`src/rtl/fetch_issue_queue_pkg.sv`:
```
// Shared widths, the buffered-line record and slot extraction for the fetch
// issue queue (slot 0 is the most significant word of a line).
package fetch_issue_queue_pkg;

   localparam int AddressWidth            = 64;
   localparam int InstructionWidth        = 32;
   localparam int PidSize                 = 20;
   localparam int TidSize                 = 16;
   localparam int InstructionCounterWidth = 64;
   localparam int LineInsts               = 4;
   localparam int QueueDepth              = 4;

   localparam int LineWidth  = LineInsts * InstructionWidth;
   localparam int SlotWidth  = $clog2(LineInsts);
   localparam int PtrWidth   = $clog2(QueueDepth);
   localparam int CountWidth = $clog2(QueueDepth) + 1;

   localparam logic [SlotWidth-1:0] LastSlot = SlotWidth'(LineInsts - 1);

   typedef struct packed {
      logic [LineWidth-1:0]    line;
      logic [AddressWidth-1:0] addr;
      logic [SlotWidth-1:0]    start_slot;
      logic                    is64;
      logic [PidSize-1:0]      pid;
      logic [TidSize-1:0]      tid;
   } line_entry_t;

   localparam int EntryWidth = $bits(line_entry_t);

   function automatic logic [InstructionWidth-1:0] get_slot(
      input logic [LineWidth-1:0] line,
      input logic [SlotWidth-1:0] slot
   );
      logic [LineWidth-1:0] shifted;
      shifted = line << (InstructionWidth * int'(slot));
      return shifted[LineWidth-1 -: InstructionWidth];
   endfunction

endpackage

```
`src/rtl/fetch_issue_queue_line_fifo.sv`:
```
// Synchronous line FIFO between fetch and the issue register; a count register
// separates full from empty since the pointers wrap modulo the depth.
module fetch_line_fifo
   import fetch_issue_queue_pkg::*;
(
   input  logic                  clock_i,
   input  logic                  reset_i,
   input  logic                  push_i,
   input  logic                  pop_i,
   input  logic                  flush_i,
   input  logic [EntryWidth-1:0] data_i,
   output logic [EntryWidth-1:0] head_o,
   output logic                  full_o,
   output logic                  empty_o
);

   logic [EntryWidth-1:0] mem_q [QueueDepth];
   logic [PtrWidth-1:0]   wptr_q, wptr_d;
   logic [PtrWidth-1:0]   rptr_q, rptr_d;
   logic [CountWidth-1:0] count_q, count_d;
   logic                  do_push;
   logic                  do_pop;

   assign full_o  = (count_q == CountWidth'(QueueDepth));
   assign empty_o = (count_q == '0);
   assign head_o  = mem_q[rptr_q];

   assign do_push = push_i && !full_o && !flush_i;
   assign do_pop  = pop_i && !empty_o && !flush_i;

   always_comb begin
      wptr_d  = wptr_q;
      rptr_d  = rptr_q;
      count_d = count_q;
      if (flush_i) begin
         wptr_d  = '0;
         rptr_d  = '0;
         count_d = '0;
      end else begin
         if (do_push) wptr_d = wptr_q + 1'b1;
         if (do_pop)  rptr_d = rptr_q + 1'b1;
         case ({do_push, do_pop})
            2'b10:   count_d = count_q + 1'b1;
            2'b01:   count_d = count_q - 1'b1;
            default: count_d = count_q;
         endcase
      end
   end

   always_ff @(posedge clock_i or negedge reset_i) begin
      if (!reset_i) begin
         wptr_q  <= '0;
         rptr_q  <= '0;
         count_q <= '0;
      end else begin
         wptr_q  <= wptr_d;
         rptr_q  <= rptr_d;
         count_q <= count_d;
      end
   end

   // Storage needs no reset: an entry is only read after it has been written.
   always_ff @(posedge clock_i) begin
      if (do_push) mem_q[wptr_q] <= data_i;
   end

endmodule

```
`src/rtl/fetch_issue_queue.sv`:
```
// Buffers fetched cache lines and issues one instruction per cycle to decode,
// tagging each with a unique major ID that survives flushes.
module fetch_issue_queue
   import fetch_issue_queue_pkg::*;
(
   input  logic                               clock_i,
   input  logic                               reset_i,
   input  logic                               flush_i,
   input  logic                               lineValid_i,
   output logic                               lineReady_o,
   input  logic [LineWidth-1:0]               line_i,
   input  logic [AddressWidth-1:0]            lineAddress_i,
   input  logic [SlotWidth-1:0]               lineStartSlot_i,
   input  logic                               is64Bit_i,
   input  logic [PidSize-1:0]                 pid_i,
   input  logic [TidSize-1:0]                 tid_i,
   input  logic                               stall_i,
   output logic                               enable_o,
   output logic [InstructionWidth-1:0]        instruction_o,
   output logic [AddressWidth-1:0]            instructionAddress_o,
   output logic                               is64Bit_o,
   output logic [PidSize-1:0]                 instructionPid_o,
   output logic [TidSize-1:0]                 instructionTid_o,
   output logic [InstructionCounterWidth-1:0] instructionMajId_o
);

   line_entry_t           push_entry;
   line_entry_t           head;
   logic [EntryWidth-1:0] head_w;
   logic                  fifo_full;
   logic                  fifo_empty;

   logic                               alive_q;
   logic                               enable_q;
   logic [InstructionWidth-1:0]        instr_q;
   logic [AddressWidth-1:0]            addr_q;
   logic                               is64_q;
   logic [PidSize-1:0]                 pid_q;
   logic [TidSize-1:0]                 tid_q;
   logic [InstructionCounterWidth-1:0] majid_q;
   logic [InstructionCounterWidth-1:0] ctr_q;
   logic [SlotWidth-1:0]               slot_ptr_q;
   logic                               head_new_q;

   logic                 advance;
   logic                 load;
   logic                 push;
   logic                 pop;
   logic [SlotWidth-1:0] cur_slot;

   assign push_entry = '{line:       line_i,
                         addr:       lineAddress_i,
                         start_slot: lineStartSlot_i,
                         is64:       is64Bit_i,
                         pid:        pid_i,
                         tid:        tid_i};
   assign head = head_w;

   // alive_q keeps lineReady_o low while in reset and until the first edge after.
   assign lineReady_o = alive_q && !fifo_full;
   assign push        = lineValid_i && lineReady_o && !flush_i;

   assign advance  = !enable_q || !stall_i;
   assign load     = advance && !fifo_empty && !flush_i;
   // A freshly promoted head starts at its own start slot rather than slot_ptr_q.
   assign cur_slot = head_new_q ? head.start_slot : slot_ptr_q;
   assign pop      = load && (cur_slot == LastSlot);

   fetch_line_fifo u_line_fifo (
      .clock_i (clock_i),
      .reset_i (reset_i),
      .push_i  (push),
      .pop_i   (pop),
      .flush_i (flush_i),
      .data_i  (push_entry),
      .head_o  (head_w),
      .full_o  (fifo_full),
      .empty_o (fifo_empty)
   );

   always_ff @(posedge clock_i or negedge reset_i) begin
      if (!reset_i) begin
         alive_q    <= 1'b0;
         enable_q   <= 1'b0;
         instr_q    <= '0;
         addr_q     <= '0;
         is64_q     <= 1'b0;
         pid_q      <= '0;
         tid_q      <= '0;
         majid_q    <= '0;
         ctr_q      <= '0;
         slot_ptr_q <= '0;
         head_new_q <= 1'b1;
      end else begin
         alive_q <= 1'b1;
         if (flush_i) begin
            enable_q   <= 1'b0;
            slot_ptr_q <= '0;
            head_new_q <= 1'b1;
         end else if (advance) begin
            if (load) begin
               enable_q <= 1'b1;
               instr_q  <= get_slot(head.line, cur_slot);
               addr_q   <= head.addr + (AddressWidth'(cur_slot) << 2);
               is64_q   <= head.is64;
               pid_q    <= head.pid;
               tid_q    <= head.tid;
               majid_q  <= ctr_q;
               ctr_q    <= ctr_q + 1'b1;
               if (pop) begin
                  slot_ptr_q <= '0;
                  head_new_q <= 1'b1;
               end else begin
                  slot_ptr_q <= cur_slot + 1'b1;
                  head_new_q <= 1'b0;
               end
            end else begin
               enable_q <= 1'b0;
            end
         end
      end
   end

   assign enable_o             = enable_q;
   assign instruction_o        = instr_q;
   assign instructionAddress_o = addr_q;
   assign is64Bit_o            = is64_q;
   assign instructionPid_o     = pid_q;
   assign instructionTid_o     = tid_q;
   assign instructionMajId_o   = majid_q;

endmodule

```
`config.mk`:
```
export PLATFORM = sky130hd
export DESIGN_NAME = fetch_issue_queue
export DESIGN_NICKNAME = d
export VERILOG_FILES = /design/src/rtl/fetch_issue_queue_pkg.sv /design/src/rtl/fetch_issue_queue_line_fifo.sv /design/src/rtl/fetch_issue_queue.sv
export SDC_FILE = /design/constraint.sdc
export NUM_CORES = 1
export LEC_CHECK = 0
export CORE_ASPECT_RATIO = 1.4
export CORE_MARGIN = 2
export CORE_UTILIZATION = 50
export DETAILED_ROUTE_END_ITERATION = 16
export GPL_TIMING_DRIVEN = 0
export MAX_ROUTING_LAYER = met4
export PLACE_DENSITY = 0.71
export SLEW_MARGIN = 20
export SYNTH_ARGS = -nofsm -noshare
export SYNTH_HDL_FRONTEND = slang
export SYNTH_HIERARCHICAL = 1
export SYNTH_SLANG_ARGS = --single-unit
```
`constraint.sdc`:
```
create_clock -name clock_i -period 8.9 [get_ports clock_i]
set_input_delay 1.335 -clock clock_i [delete_from_list [all_inputs] [get_ports clock_i]]
set_output_delay 1.335 -clock clock_i [all_outputs]
set_load 0.05 [all_outputs]
```
==> results of run 1 <==
-- cells by family after synthesis --
logic type	Yosys count
buf+inv	163
simple gates	901
xor+xnor	103
compound gates	177
mux	234
fa+ha+maj	10
flops	1197
other cells	1
-- cell usage after synthesis (15+ instances only) --
cell type  instances
inv_1             19
clkbuf_1          86
nand4_1           37
and4_1            15
nor3_1            27
or3_1             17
o21ai_0          122
xor2_1            41
xnor2_1           62
buf_6             22
nor4_1            32
buf_2             29
mux4_2           231
dfrtp_1          272
a31oi_1           23
edfxtp_1         924
nand2_1          591
nor2_1            54
nand3_1           85
-- layer usage --
| metal | part of all wire (%) | vias up | GRT usage, % |
|---|---|---|---|
| li1 | - | 11800 | - |
| met1 | 37 | 13600 | 30.2 |
| met3 | 7.2 | 183 | 4.85 |
| met5 | 0 | - | - |
| met2 | 52 | 1007 | 42.1 |
| met4 | 3.9 | 0 | 10.5 |
-- through the flow --
step                      total power [uW]  hold WS (ns)  instances  worst slack [ns]
after floorplan                       7420         0.441       2786             0.695
after global placement                8180         0.460       4425             -5.35
after detailed placement              8220         0.465       4452              1.71
after CTS                            13100         0.433       4657              1.72
after global routing                 13400         0.469       4688              1.45
final                                13000         0.477       4695              1.65
-- registers in the layout (all words and copies together), names as in the netlist, 2 cells and up --
name and cells:
instructionTid_o 16, u_line_fifo/wptr_q 2, ctr_q 64, u_line_fifo/mem_q 924, u_line_fifo/rptr_q 2, instructionPid_o 20, instructionMajId_o 64, u_line_fifo/count_q 3
slot_ptr_q 2, instruction_o 32, instructionAddress_o 64
-- power by group --
| group | internal, uW | switching, uW | leakage (uW) |
|---|---|---|---|
| combinational | 536 | 1110 | 0.00623 |
| clock | 2870 | 2020 | 0.00184 |
| sequential | 6260 | 186 | 0.0118 |
-- critical path, delay by kind of cell (launching register included) --
kind / cells / cell delay, ns
and+or+nand+nor: 3 / 0.94
AOI/OAI and AO/OA: 2 / 0.42
muxes: 2 / 1.03
adders and majority gates: 2 / 0.74
buffers and inverters: 8 / 3.70
DFF: 1 / 0.31
-- placed cells by master (no fill, tap or decap), types with 7 or more instances in the layout --
master and n:
buf_2 29, clkinv_1 11, xor2_1 41, nand4_1 37
buf_6 22, a21oi_1 7, o21ai_0 122, edfxtp_1 924
nand2_1 591, ha_1 8, inv_1 19, clkdlybuf4s50_1 432
buf_12 8, nand3_1 85, nor2_1 54, and4_1 15
mux4_2 231, or3_1 17, clkbuf_16 116, diode_2 38
or4_1 8, nor4_1 32, clkbuf_1 105, a31oi_1 23
clkbuf_8 10, clkinvlp_4 10, bufinv_16 14, xnor2_1 62
nor3_1 27, buf_16 19, and3_1 8, dfrtp_1 272
clkinv_2 17, buf_1 7
-- final timing paths --
path,to,startpoint,slack [ns],cells after the start
min in group asynchronous,instructionTid_o[12],reset_i,0.49,1
setup reg to reg,instructionAddress_o[52],u_line_fifo/rptr_q[1],1.65,17
setup / recovery,instructionAddress_o[52],u_line_fifo/rptr_q[1],1.65,17
hold reg to reg,instructionMajId_o[41],instructionMajId_o[41],0.48,2
max in group asynchronous,instructionAddress_o[51],reset_i,6.80,4
hold / removal,instructionMajId_o[41],instructionMajId_o[41],0.48,2
-- area by class of cell --
type / count / area [um^2] / area share, %
flip-flops and latches: 1197 / 34600 / 60.6
multi-input cells: 1426 / 11200 / 19.7
repair buffers: 460 / 5020 / 8.80
clock buffers: 148 / 3130 / 5.48
well taps: 1206 / 1510 / 2.64
plain buffers: 144 / 744 / 1.30
clock inverters: 57 / 683 / 1.20
diodes: 38 / 95.1 / 0.167
inverters: 19 / 71.3 / 0.125
==> results.yml, run 1 <==
cts:
  tritoncts: "done"
  numCtsBuffers: 110
  cts_resized: 0
  clk_pin_slew_ns: 0.06
  clock_latency_ns: 0.71
  cts_setup_buffers: 0
  cts_hold_buf: 0
  clk_path_buf_depth: 3
  htreeDepth: 3
  cts_root_buf: "clkbuf_16"
  cts_sinks: 1197
grt:
  antenna_found_initial: 31
  track_usage_pct: 25.3
  grt_pass1_wl_um: 172000
  grt_max_degree: 101
  overflow: 0
  grt_pass1_vias: 27700
critical_path:
  end_kind: "flip-flop"
  cp-start-kind: "flip-flop"
  crit_top_cell: "clkbuf_1"
  critical_path_class: "flip-flop to flip-flop"
  crit_fanout: 10
  required_ns: 9.51
  crit_chain: "buf_2 > clkbuf_1 > buf_2 > mux4_2 > mux2i_1 > clkbuf_1 > clkbuf_1 > inv_1 > ha_1 > fa_1 > and4_1 > nand4_1 > or3_1 > clkbuf_1 > clkbuf_1 > o21ai_0 > a31oi_1"
  critPathMaxStageDelay_ns: 0.80
  crit_slowest_cell: "clkbuf_1"
  cp.arrival_ns: 7.86
synthesis:
  synth_xor_area_share_pct: 1.94
  syn_area_um2: 46600
  yosysWarnings: 6
  syn_inst: 2786
  synth_compound_area_share_pct: 2.07
  yosys.area_share.simple_pct: 8.53
  synth-edff-count: 924
  syn_nets: 3032
  ys_seq_area_share_pct: 74.2
  synth_ff_type: "edfxtp_1"
  syn_avg_cell_area_um2: 16.7
  synth_cell_types: 52
  ys_ff_latch: 1197
  synth_adder_area_share_pct: 0.301
  synth-async-reset-ratio_pct: 22.8
  muxShareOfSynthArea_pct: 11.2
  yosysTopAreaCellShare_pct: 59.5
  synth_top_family_by_area: "multiplexers"
  synth_area_leaders: "edfxtp_1 60%, dfrtp_1 15%, mux4_2 11%, nand2_1 4.8%, o21ai_0 1.3%"
  synth_area_leader_cell: "edfxtp_1"
drt:
  avgViaCountPerCell: 5.65
  drc: 0
  drtIter0Drc: 2351
  vias: 26500
  routed_wirelength_um: 116000
  routedWlPerCell_um: 24.7
  ant_nets: 0
  first_pass_iters: 7
place:
  hpwl_um: 80900
  portBuffers: 433
  place.gp.congestion: 0.882
  dpl_cell_area_um2: 53200
timing:
  fmax_ghz: 0.138
  clock_skew_ns: 0.0272
  max_slew.worst_pin.slew_ns: 1.04
  setup-violations-final: 0
  fin_setup_tns_ns: 0
  slew_headroom_pct: 30.6
  hold_violations: 0
  rsz0062_at_grt: "false"
  drv_slew: 0
  fin_crit_ns: 7.25
  fin_crit_sh_pct: 81.4
status:
  status: "completed"
min_path:
  min_path_type: "flip-flop to flip-flop"
cells_and_area:
  n_fill_cell: 6684
  drive_above_1_share_pct: 14.3
  synthToLayoutAreaGrowth_pct: 22.4
  nets: 3604
  final_util_pct: 61.7
  final_area_um2: 57100
job:
  max_cap_viol_count: 0
power_and_ir_drop:
  leakagePower_uw: 0.0199
  powerDensity_nw_per_um2: 228
  peakVddDrop_v: 0.000213
floorplanning:
  die_w_um: 262
  die_area_um2: 95700
  die_y_um: 365
  start_util_pct: 50.4
  rows: 132
  boundaryPins: 435
  core_area_um2: 92500
(Power assumes the default switching activity.)
==> run 2: changes to the inputs <==
- clock period: 8.9 -> 7.3 ns (I/O delays scaled with it)
==> results.yml, run 2 (same netlist as run 1, synthesis figures left out) <==
cts:
  cts_setup_buffers: 0
  tritoncts: "done"
  clock_latency_ns: 0.70
  htreeDepth: 3
  clk_path_buf_depth: 3
  cts_sinks: 1197
  clk_pin_slew_ns: 0.07
  numCtsBuffers: 106
  cts_root_buf: "clkbuf_16"
  cts_hold_buf: 0
  cts_resized: 0
grt:
  grt_max_degree: 101
  track_usage_pct: 25.4
  grt_pass1_wl_um: 173000
  antenna_found_initial: 35
  grt_pass1_vias: 27400
  overflow: 0
floorplanning:
  rows: 132
  core_area_um2: 92500
  die_area_um2: 95700
  boundaryPins: 435
  start_util_pct: 50.4
  die_y_um: 365
  die_w_um: 262
critical_path:
  crit_fanout: 10
  end_kind: "flip-flop"
  crit_start: "u_line_fifo/rptr_q[1]"
  cp-start-kind: "flip-flop"
  cp.arrival_ns: 7.58
  r2r_cells: 17
  required_ns: 7.90
  rr_startpoint: "u_line_fifo/rptr_q[1]"
  critical_path_class: "flip-flop to flip-flop"
cells_and_area:
  synthToLayoutAreaGrowth_pct: 21.9
  mostFrequentLayoutCells: "924 x edfxtp_1, 591 x nand2_1, 432 x clkdlybuf4s50_1"
  final_util_pct: 61.4
  drive_above_1_share_pct: 14.2
  top_register: "u_line_fifo/mem_q"
  largest_reg_flops: 924
  nets: 3597
  regArea_um2: 34600
  n_fill_cell: 6718
  multi_input_area_um2: 11200
  layout_commonest_cell: "edfxtp_1"
timing:
  hold_violations: 0
  clock_skew_ns: 0.0243
  slew_headroom_pct: 26.4
  final.setup.worst_slack_ns: 0.312
  fin_crit_ns: 6.99
  setup-violations-final: 0
  fin_crit_sh_pct: 95.7
  fmax_ghz: 0.143
  drv_slew: 0
  rsz0062_at_grt: "false"
  max_slew.worst_pin.slew_ns: 1.10
drt:
  drtIter0Drc: 2519
  drc: 0
  routedWlPerCell_um: 25.0
  routed_wirelength_um: 117000
  avgViaCountPerCell: 5.69
  ant_nets: 0
  first_pass_iters: 5
  vias: 26700
status:
  status: "completed"
place:
  preCtsSetupSlack_ns: 0.454
  place.gp.congestion: 0.886
  hpwl_um: 81800
  portBuffers: 433
power_and_ir_drop:
  leakagePower_uw: 0.0198
  powerDensity_nw_per_um2: 276
  peakVddDrop_v: 0.000223
  power.total_uw: 15700
min_path:
  min_path_type: "input port to async pin"
job:
  max_cap_viol_count: 0
## run 2: cell count changes in the layout (fill, tap and decap cells not counted), sizes merged
cell,change
buf,-3
bufinv,+1
clkbuf,-13
clkinv,+5
inv,+1
## run 2: final timing paths
kind                                                 end  slack [ns]
max in group asynchronous       instructionAddress_o[57]        5.72
min in group clock_i                 instructionPid_o[0]        0.48
worst min-delay path                 instructionTid_o[5]        0.31
worst max-delay path            instructionAddress_o[42]        0.31
worst min register to register       instructionPid_o[0]        0.48
worst max register to register  instructionAddress_o[42]        0.31
## run 2: layout make-up
class	count	area share [%]
inverters	19	0.126
diodes	38	0.167
clock inverters	64	1.29
multi-input cells	1426	19.8
repair buffers	457	8.68
well taps	1206	2.66
clock buffers	135	5.13
plain buffers	144	1.31
flip-flops and latches	1197	60.9
## run 2: stage by stage
stage / setup TNS [ns] / instances / instance area (um^2) / hold slack [ns]
global placement: -2493.25 / 4425 / 52500 / 0.460
finish: 0 / 4686 / 56800 / 0.305
detailed placement: 0 / 4449 / 53100 / 0.461
global route: 0 / 4682 / 56800 / 0.312
CTS: 0 / 4648 / 56700 / 0.271
floorplan: 0 / 2786 / 46600 / 0.441
## run 2: critical path, cell delays in order, from the launching register on
cell	delay, ns
dfrtp_1	0.32
buf_2	0.22
clkbuf_1	0.77
buf_2	0.45
mux4_2	0.36
mux2i_1	0.59
clkbuf_1	0.56
clkbuf_1	0.43
inv_1	0.15
ha_1	0.24
fa_1	0.49
and4_1	0.32
nand4_1	0.30
or3_1	0.31
clkbuf_1	0.41
clkbuf_1	0.52
o21ai_0	0.19
a31oi_1	0.24
## run 2: power breakdown
part           switching, uW  total (uW)  internal, uW
clock network           2450        5810          3360
logic                   1370        2020           653
registers                230        7860          7630
total                   4050       15700         11600
## run 2: metal layers
metal	GRT usage [%]	vias up	share of wire, %
li1	-	11800	-
met1	30.3	13700	37
met2	41.7	1030	51
met3	5.09	178	7.5
met4	11.5	0	4.0
met5	-	-	0
==> run 3: changes to the inputs <==
- CTS_CLUSTER_SIZE: default -> 24
==> results of run 3 <==
No change in the layout: final DEF, timing and power equal those of run 2.
